**src/rtl/reg_bank_alu_p.sv**
```systemverilog
// reg_bank_alu_p: small register bank feeding a multi-cycle ALU.
//
// Operand A comes from the port and the second operand from reg[reg_sel].
// ADD, SUB and AND take one cycle. MUL is an unsigned shift-add that takes
// DW cycles. The result is held in HOLD until the consumer asserts out_ready.
//
// Build option: define REGBANK_MUL_EN to build the shift-add multiplier and
// the MUL state. Without that define, opcode 11 completes in one cycle with
// data_out=0 and err_out=1.
module reg_bank_alu_p #(
    parameter  int DW   = 16,
    parameter  int NREG = 4,
    localparam int AW   = $clog2(NREG)
) (
    input  logic            clk,
    input  logic            rst,
    input  logic            valid_reg,
    input  logic [AW-1:0]   addr,
    input  logic [DW-1:0]   data_in,
    input  logic            valid_ula,
    input  logic [DW-1:0]   A,
    input  logic [AW-1:0]   reg_sel,
    input  logic [1:0]      instru,
    output logic            ready_ula,
    output logic [2*DW-1:0] data_out,
    output logic            valid_out,
    input  logic            out_ready,
    output logic            err_out
);

    localparam logic [1:0] OP_ADD = 2'b00;
    localparam logic [1:0] OP_SUB = 2'b01;
    localparam logic [1:0] OP_AND = 2'b10;
    localparam logic [1:0] OP_MUL = 2'b11;

`ifdef REGBANK_MUL_EN
    localparam int CW = (DW > 1) ? $clog2(DW) : 1;

    typedef enum logic [1:0] {
        IDLE = 2'd0,
        MUL  = 2'd1,
        HOLD = 2'd2
    } state_t;
`else
    typedef enum logic [1:0] {
        IDLE = 2'd0,
        HOLD = 2'd2
    } state_t;
`endif

    state_t          state_q, state_d;
    logic [2*DW-1:0] res_q, res_d;
    logic            err_q, err_d;
    logic [DW-1:0]   regs_q [NREG];
    logic [DW-1:0]   regs_d [NREG];

`ifdef REGBANK_MUL_EN
    // The multiplicand is pre-widened so that shifting never drops product bits.
    logic [2*DW-1:0] mcand_q, mcand_d;
    logic [DW-1:0]   mplier_q, mplier_d;
    logic [CW-1:0]   cnt_q, cnt_d;
`endif

    logic [DW-1:0]   opnd;
    logic            sel_bad;

    // Read the second operand. Out-of-range indices read as zero and flag an error.
    always_comb begin
        opnd    = '0;
        sel_bad = 1'b1;
        for (int i = 0; i < NREG; i++) begin
            if (int'(reg_sel) == i) begin
                opnd    = regs_q[i];
                sel_bad = 1'b0;
            end
        end
    end

    // Compute the next state, register-bank writes and the result datapath.
    always_comb begin
        state_d = state_q;
        res_d   = res_q;
        err_d   = err_q;
        regs_d  = regs_q;
`ifdef REGBANK_MUL_EN
        mcand_d  = mcand_q;
        mplier_d = mplier_q;
        cnt_d    = cnt_q;
`endif

        // A write index that matches no register is dropped.
        // The ALU reads regs_q, so a write that collides with an accept is seen
        // only by later operations.
        for (int i = 0; i < NREG; i++) begin
            if (valid_reg && (int'(addr) == i)) begin
                regs_d[i] = data_in;
            end
        end

        case (state_q)
            IDLE: begin
                if (valid_ula) begin
                    err_d   = sel_bad;
                    state_d = HOLD;
                    case (instru)
                        OP_ADD: res_d = {{DW{1'b0}}, A} + {{DW{1'b0}}, opnd};
                        OP_SUB: res_d = {{DW{1'b0}}, A} - {{DW{1'b0}}, opnd};
                        OP_AND: res_d = {{DW{1'b0}}, A & opnd};
                        OP_MUL: begin
`ifdef REGBANK_MUL_EN
                            res_d    = '0;
                            mcand_d  = {{DW{1'b0}}, A};
                            mplier_d = opnd;
                            cnt_d    = '0;
                            state_d  = MUL;
`else
                            res_d = '0;
                            err_d = 1'b1;
`endif
                        end
                        default: res_d = '0;
                    endcase
                end
            end
`ifdef REGBANK_MUL_EN
            MUL: begin
                // One bit of the multiplier per cycle, using only latched operands.
                if (mplier_q[0]) begin
                    res_d = res_q + mcand_q;
                end
                mcand_d  = mcand_q << 1;
                mplier_d = mplier_q >> 1;
                cnt_d    = cnt_q + 1'b1;
                if (cnt_q == CW'(DW - 1)) begin
                    state_d = HOLD;
                end
            end
`endif
            HOLD: begin
                if (out_ready) begin
                    state_d = IDLE;
                end
            end
            default: state_d = IDLE;
        endcase
    end

    // State, result and register-bank flops. Reset clears everything, including the bank.
    always_ff @(posedge clk) begin
        if (rst) begin
            state_q <= IDLE;
            res_q   <= '0;
            err_q   <= 1'b0;
            for (int i = 0; i < NREG; i++) begin
                regs_q[i] <= '0;
            end
`ifdef REGBANK_MUL_EN
            mcand_q  <= '0;
            mplier_q <= '0;
            cnt_q    <= '0;
`endif
        end else begin
            state_q <= state_d;
            res_q   <= res_d;
            err_q   <= err_d;
            regs_q  <= regs_d;
`ifdef REGBANK_MUL_EN
            mcand_q  <= mcand_d;
            mplier_q <= mplier_d;
            cnt_q    <= cnt_d;
`endif
        end
    end

    // Outputs are forced low while rst is high, including the cycle before the reset edge.
    always_comb begin
        ready_ula = (state_q == IDLE) && !rst;
        valid_out = (state_q == HOLD) && !rst;
        data_out  = rst ? '0 : res_q;
        err_out   = rst ? 1'b0 : err_q;
    end

endmodule
```
**config.mk**
```make
export PLATFORM = sky130hd
export DESIGN_NAME = reg_bank_alu_p
export DESIGN_NICKNAME = d
export VERILOG_FILES = /design/src/rtl/reg_bank_alu_p.sv
export SDC_FILE = /design/constraint.sdc
export NUM_CORES = 1
export LEC_CHECK = 0
export BUFFER_PORTS_ARGS = -buffer_cell sky130_fd_sc_hd__buf_4
export CORE_ASPECT_RATIO = 0.7
export CORE_UTILIZATION = 40
export DETAILED_ROUTE_END_ITERATION = 8
export HOLD_SLACK_MARGIN = 0.03
export SYNTH_ARGS = -nofsm -noshare
export SYNTH_HDL_FRONTEND = slang
export SYNTH_SLANG_ARGS = --single-unit
```
**constraint.sdc**
```tcl
create_clock -name clk -period 6 [get_ports clk]
set_input_delay 0 -clock clk [delete_from_list [all_inputs] [get_ports clk]]
set_output_delay 0 -clock clk [all_outputs]
set_load 0.02 [all_outputs]
```
==> results by group, run 1 <==
Placement
  – Dpl hpwl: 10,700 um
  – # placed instances: 878
  – GP Congestion: 0.898
  – I/O Buffers: 77

Yosys
  – Synth unique cells: 60
  – YS warnings: 0
  – Mean Syn Cell Area: 7.77 um2
  – Register bit total from synthesis: 84
  – Synth async-reset ratio: 0%
  – Register area share after synthesis: 31.3%
  – Synth area leader: dfxtp_1
  – Top cell type's share of synthesized area: 31.3%
  – EDFF count, synth: 0
  – Cell Area, Synth: 5380 um2
  – Syn Inst Count: 692
  – Main synth FF type: dfxtp_1
  – Area contributors post-synth: dfxtp_1 (31%), nand2_1 (10%), a21oi_1 (9.5%)
  – Synth Net Count: 770

Drt
  – Met3 WL: 918 um
  – Uppermost layer routed: met4
  – Mean routed wirelength per cell: 16.7 um
  – WL final: 15,300 um
  – Final ANT Viol Nets: 0
  – Met1 wire length: 7340 um
  – Detailed-route DRC error count: 0
  – Via Count: 5,042
  – Met2 Wirelength: 6840 um
  – DR iter-0 viols: 315
  – Routed vias/inst: 5.52
  – Initial DRT Pass Iterations: 4

Worst setup path
  – RR Endpoint: res_q[13]$_SDFFE_PP0P_
  – Crit-path max FO: 7
  – Signal arrival time at the worst endpoint: 3740 ps
  – Internal reg-to-reg setup slack: 2450 ps
  – R2r worst-path depth: 9
  – Critical Path Start: regs_q[4]$_SDFFE_PP0P_
  – Critical path capture point type: register
  – R2r startpoint: regs_q[4]$_SDFFE_PP0P_
  – Setup crit end: res_q[13]$_SDFFE_PP0P_
  – Critical Path RT: 6190 ps
  – Crit Path Category: register to register
  – CP Launch Type: register

Clock tree
  – Htree depth: 3
  – Worst skew pair latency: 340 ps
  – Hold buffer count at cts: 19
  – CTS tree: yes
  – Root Driver: clkbuf_16
  – Clk slew on worst S/H paths: 70 ps
  – Num CTS Buffers: 9
  – CTS Buffer Depth: 2
  – Resize count post-CTS: 0
  – CTS sink cnt: 84
  – Setup Buffers After CTS: 0

STA
  – Final Cycle Share: 59.2%
  – RSZ-0062 raised after global routing: no
  – Final setup skew: 6.04 ps
  – Max Fclk: 281 MHz
  – Final Max Tran Viols: 0
  – Setup TNS: 0 ps
  – Worst slew margin: 22.3%
  – Min cycle time layout: 3550 ps
  – Final Hold Fails: 0
  – Worst-Margin Slew: 1160 ps
  – Final setup viols: 0

Layout
  – Final net count: 820
  – Fin cells: 913
  – Register Area: 1680 um2
  – Diode count: 0
  – # fillers: 1,323
  – Layout area overhead: 19.5%
  – Layout cell share with drive strength beyond 1: 16.2%
  – Area occupied by multi-input gates: 3290 um2

Floorplanning
  – Width of the die: 141 um
  – Die ar.: 13,900 um2
  – Die Y: 99.0 um
  – Initial Util: 40.9%
  – IO Count: 78
  – Core ar.: 13,100 um2
  – Floorplan row count: 35

Pwr
  – Pwr dens: 240 nW/um2
  – VDD IR-drop max: 0.144 mV
  – LEAKAGE: 2.53 nW

Worst hold path
  – Type of the most critical hold path: input port to register

Global routing
  – Vias in the first global route: 4,598
  – GRT Util Overall: 22.8%
  – Total gr overflow: 0
  – First-pass GRT wire length: 24,600 um
  – Largest net degree at the start of global routing: 97
  – Initial antenna violation count: 0

Run
  – Max-Cap Viols: 0

Status
  – Status: completed
[placed cells by master, fill, tap and decap left out, types with 8 or more instances in the layout]
master,n
nand2_1,145
nor3_1,11
o21a_1,11
mux4_2,16
xnor2_1,16
nor2_1,40
dfxtp_1,84
buf_4,80
a221oi_1,8
a21oi_1,102
nor2b_1,24
inv_1,31
o21ai_0,17
ha_1,33
dlygate4sd3_1,19
clkbuf_16,9
[per-stage QoR]
stage | hold WS, ps | util [%] | setup slack [ps] | cell area [um2] | total power (W)
2_1_floorplan | 85.2 | - | 2200 | 5380 | 0.000828
3_3_place_gp | 273 | 45.0 | 2470 | 5910 | 0.000922
5_1_grt | 192 | 48.9 | 2360 | 6420 | 0.00162
4_1_cts | 146 | 48.9 | 2520 | 6420 | 0.00155
3_5_place_dp | 279 | 45.0 | 2400 | 5910 | 0.000926
6_report | 161 | 48.9 | 2450 | 6420 | 0.00154
[cells in the mapped netlist (8+ instances only)]
| cell type | count |
|---|---|
| a21oi_1 | 102 |
| clkbuf_1 | 37 |
| a221oi_1 | 8 |
| o21ai_0 | 17 |
| inv_1 | 31 |
| buf_4 | 14 |
| nor3_1 | 11 |
| nor2_1 | 40 |
| ha_1 | 33 |
| xnor2_1 | 16 |
| nor2b_1 | 24 |
| nand2_1 | 145 |
| o21a_1 | 11 |
| dfxtp_1 | 84 |
| mux4_2 | 16 |
[layer usage]
layer | GRT usage, % | vias up
met5 | 0 | -
met4 | 6.35 | 0
met3 | 4.18 | 12
li1 | - | 2473
met1 | 32.9 | 2402
met2 | 34.7 | 155
[where the power goes]
group,internal [W],switching (W),leakage [nW]
combinational,0.000139,0.000193,1.68
sequential,0.000584,0.0000110,0.685
clock,0.000370,0.000246,0.158
total,0.00109,0.000450,2.53
[layout make-up]
cell class | instances | area share, %
inverters | 33 | 1.93
well taps | 166 | 3.23
multi-input cells | 515 | 51.3
clock buffers | 10 | 3.57
clock inverters | 6 | 1.48
repair buffers | 99 | 12.3
flip-flops and latches | 84 | 26.2
[kinds of logic (layout without fill, tap and decap cells)]
group	Yosys count	after routing	synth area share, %
adders and majority gates	35	35	8.43
buffers and inverters	93	148	7.52
AOI/OAI and AO/OA	188	188	21.5
DFF	84	84	31.3
and+or+nand+nor	254	254	20.9
muxes	19	19	7.29
xor gates and xnor gates	19	19	3.10
[worst min path at each step]
stage                startpoint                      end  cells past startpoint
floorplan                   rst              data_out[2]                      1
global placement    data_in[14]  regs_q[46]$_SDFFE_PP0P_                      3
detailed placement   data_in[0]  regs_q[32]$_SDFFE_PP0P_                      3
CTS                   valid_ula  state_q[1]$_SDFFE_PP0P_                      4
global route          valid_ula  state_q[1]$_SDFFE_PP0P_                      4
finish                valid_ula  state_q[1]$_SDFFE_PP0P_                      4
[registers in the layout, summed over array words and instances, names as in the netlist]
register	count
err_q	1
regs_q	64
state_q	1
res_q	18
[critical path: stages (launching register included)]
cell and delay [ps]:
dfxtp_1 310, mux4_2 480, ha_1 420, inv_2 80, a211o_1 290, or4_1 480
a311oi_1 420, mux2_1 360, a2111oi_1 440, a211oi_2 130
Note: power is estimated with default switching activity, not from simulation.
==> inputs of run 2 (changes only) <==
- clock period: 6 -> 3.2 ns (I/O delays scaled with it)
==> results by group, run 2 (same netlist as run 1, synthesis figures left out) <==
Pwr
  – LEAKAGE: 2.69 nW
  – Tot Pwr: 0.00305 W
  – Comb power frac: 22.1%
  – Sw power: 0.000881 W
  – Clock share of power: 41.4%
  – Reg power frac: 36.5%
  – Internal power: 0.00217 W
  – VDD IR-drop max: 0.270 mV
  – Switching Share: 28.9%
  – Pwr dens: 454 nW/um2

Worst setup path
  – Signal arrival time at the worst endpoint: 3330 ps
  – CP Launch Type: register
  – Slowest CP cell: mux4_2
  – Critical Path RT: 3420 ps
  – Crit-path leading delay family: compound AO/OA/AOI/OAI gates
  – Cells along the critical path: mux4_2 -> ha_4 -> inv_2 -> a211o_1 -> or4_4 -> a311oi_2 -> mux2_1 -> a2111oi_4 -> a211oi_2
  – Critical path capture point type: register
  – Crit Path Category: register to register
  – Crit path largest cell delay: 520 ps
  – Bufs and invs on worst path: 1
  – Crit-path max FO: 4

STA
  – Max Fclk: 322 MHz
  – RSZ-0062 raised after global routing: no
  – Min cycle time layout: 3100 ps
  – Worst-Margin Slew: 1010 ps
  – Final setup viols: 0
  – Final setup skew: 7.01 ps
  – Final Cycle Share: 97.0%
  – Final Hold Fails: 0
  – Worst slew margin: 32.5%
  – Final Max Tran Viols: 0
  – Setup TNS: 0 ps

Layout
  – Layout area overhead: 25.0%
  – Layout cell share with drive strength beyond 1: 20.0%
  – Most frequent cells in the layout: nand2_1 (145), buf_4 (109), a21oi_1 (102), dfxtp_1 (84), nor2_1 (40)
  – Diode count: 0
  – Final net count: 849
  – Largest regs: regs_q: 64 flops, res_q: 18 flops
  – Most common cell after layout, fill and taps aside: nand2_1
  – Max reg flops: 64
  – Biggest register: regs_q

Clock tree
  – Worst skew pair latency: 350 ps
  – CTS tree: yes
  – Setup Buffers After CTS: 0
  – Root Driver: clkbuf_16
  – CTS Buffer Depth: 2
  – Htree depth: 3
  – CTS sink cnt: 84
  – Clk slew on worst S/H paths: 70 ps
  – Num CTS Buffers: 9

Drt
  – Detailed-route DRC error count: 0
  – Via Count: 5,151
  – Routed vias/inst: 5.47
  – Mean routed wirelength per cell: 16.5 um
  – DR iter-0 viols: 350
  – WL final: 15,600 um
  – Initial DRT Pass Iterations: 7
  – Final ANT Viol Nets: 0

Global routing
  – Vias in the first global route: 4,826
  – Total gr overflow: 0
  – GRT Util Overall: 23.4%
  – Initial antenna violation count: 0
  – First-pass GRT wire length: 25,200 um
  – Largest net degree at the start of global routing: 59

Floorplanning
  – Floorplan row count: 35
  – Width of the die: 141 um
  – Die ar.: 13,900 um2
  – IO Count: 78
  – Die Y: 99.0 um
  – Core ar.: 13,100 um2
  – Initial Util: 40.9%

Placement
  – I/O Buffers: 77
  – GP Congestion: 0.935
  – Dpl hpwl: 11,400 um

Run
  – Max-Cap Viols: 0

Status
  – Status: completed

Worst hold path
  – Type of the most critical hold path: input port to register
[run 2: layout make-up]
| class | instances | area (um2) |
|---|---|---|
| clock buffers | 9 | 225 |
| clock inverters | 7 | 128 |
| fillers | 1261 | 6420 |
| inverters | 33 | 124 |
| multi-input cells | 515 | 3350 |
| flip-flops and latches | 84 | 1680 |
| well taps | 166 | 208 |
| repair buffers | 128 | 1010 |
[run 2: per-layer routing]
metal | vias to the layer above | GRT usage (%) | part of all wire (%) | wire length (um)
met4 | 0 | 5.02 | 0.83 | 129
met1 | 2452 | 33.0 | 48 | 7550
met5 | - | 0 | 0 | 0
met3 | 13 | 3.98 | 6.5 | 1010
li1 | 2538 | - | - | -
met2 | 148 | 37.7 | 44 | 6900
[run 2: power by group through the flow]
stage	combinational (W)	clock [W]	sequential (W)
finish	0.000674	0.00126	0.00111
global route	0.000742	0.00132	0.00112
global placement	0.000635	0	0.00114
detailed placement	0.000640	0	0.00114
CTS	0.000663	0.00128	0.00111
floorplan	0.000424	0	0.00113
[run 2: metrics by stage]
stage | setup slack (ps) | cells | instance area (um2) | utilization, % | hold WS [ps]
after floorplan | 0.202 | 692 | 5390 | - | 85.2
after CTS | 31.5 | 942 | 6680 | 50.9 | 76.7
after global placement | 46.4 | 907 | 6130 | 46.7 | 272
after global routing | 0.00511 | 942 | 6720 | 51.2 | 103
after detailed placement | -35.9 | 907 | 6130 | 46.7 | 281
final | 96.4 | 942 | 6720 | 51.2 | 84.2
[run 2: what timing repair did]
| item | CTS | global route |
|---|---|---|
| setup endpoints to repair | 1 | 2 |
| gates resized for setup | 2 | 3 |
| pin swaps | 0 | 1 |
| hold buffers | 19 | 0 |
| endpoints found under the hold margin | 67 | 0 |
[run 2: final timing paths]
kind | cells past startpoint | to | startpoint | slack [ps]
worst max-delay path | 9 | res_q[13]$_SDFFE_PP0P_ | regs_q[4]$_SDFFE_PP0P_ | 100
worst min-delay path | 2 | res_q[7]$_SDFFE_PP0P_ | rst | 80
worst max register to register | 9 | res_q[13]$_SDFFE_PP0P_ | regs_q[4]$_SDFFE_PP0P_ | 100
worst min register to register | 2 | regs_q[34]$_SDFFE_PP0P_ | regs_q[34]$_SDFFE_PP0P_ | 450
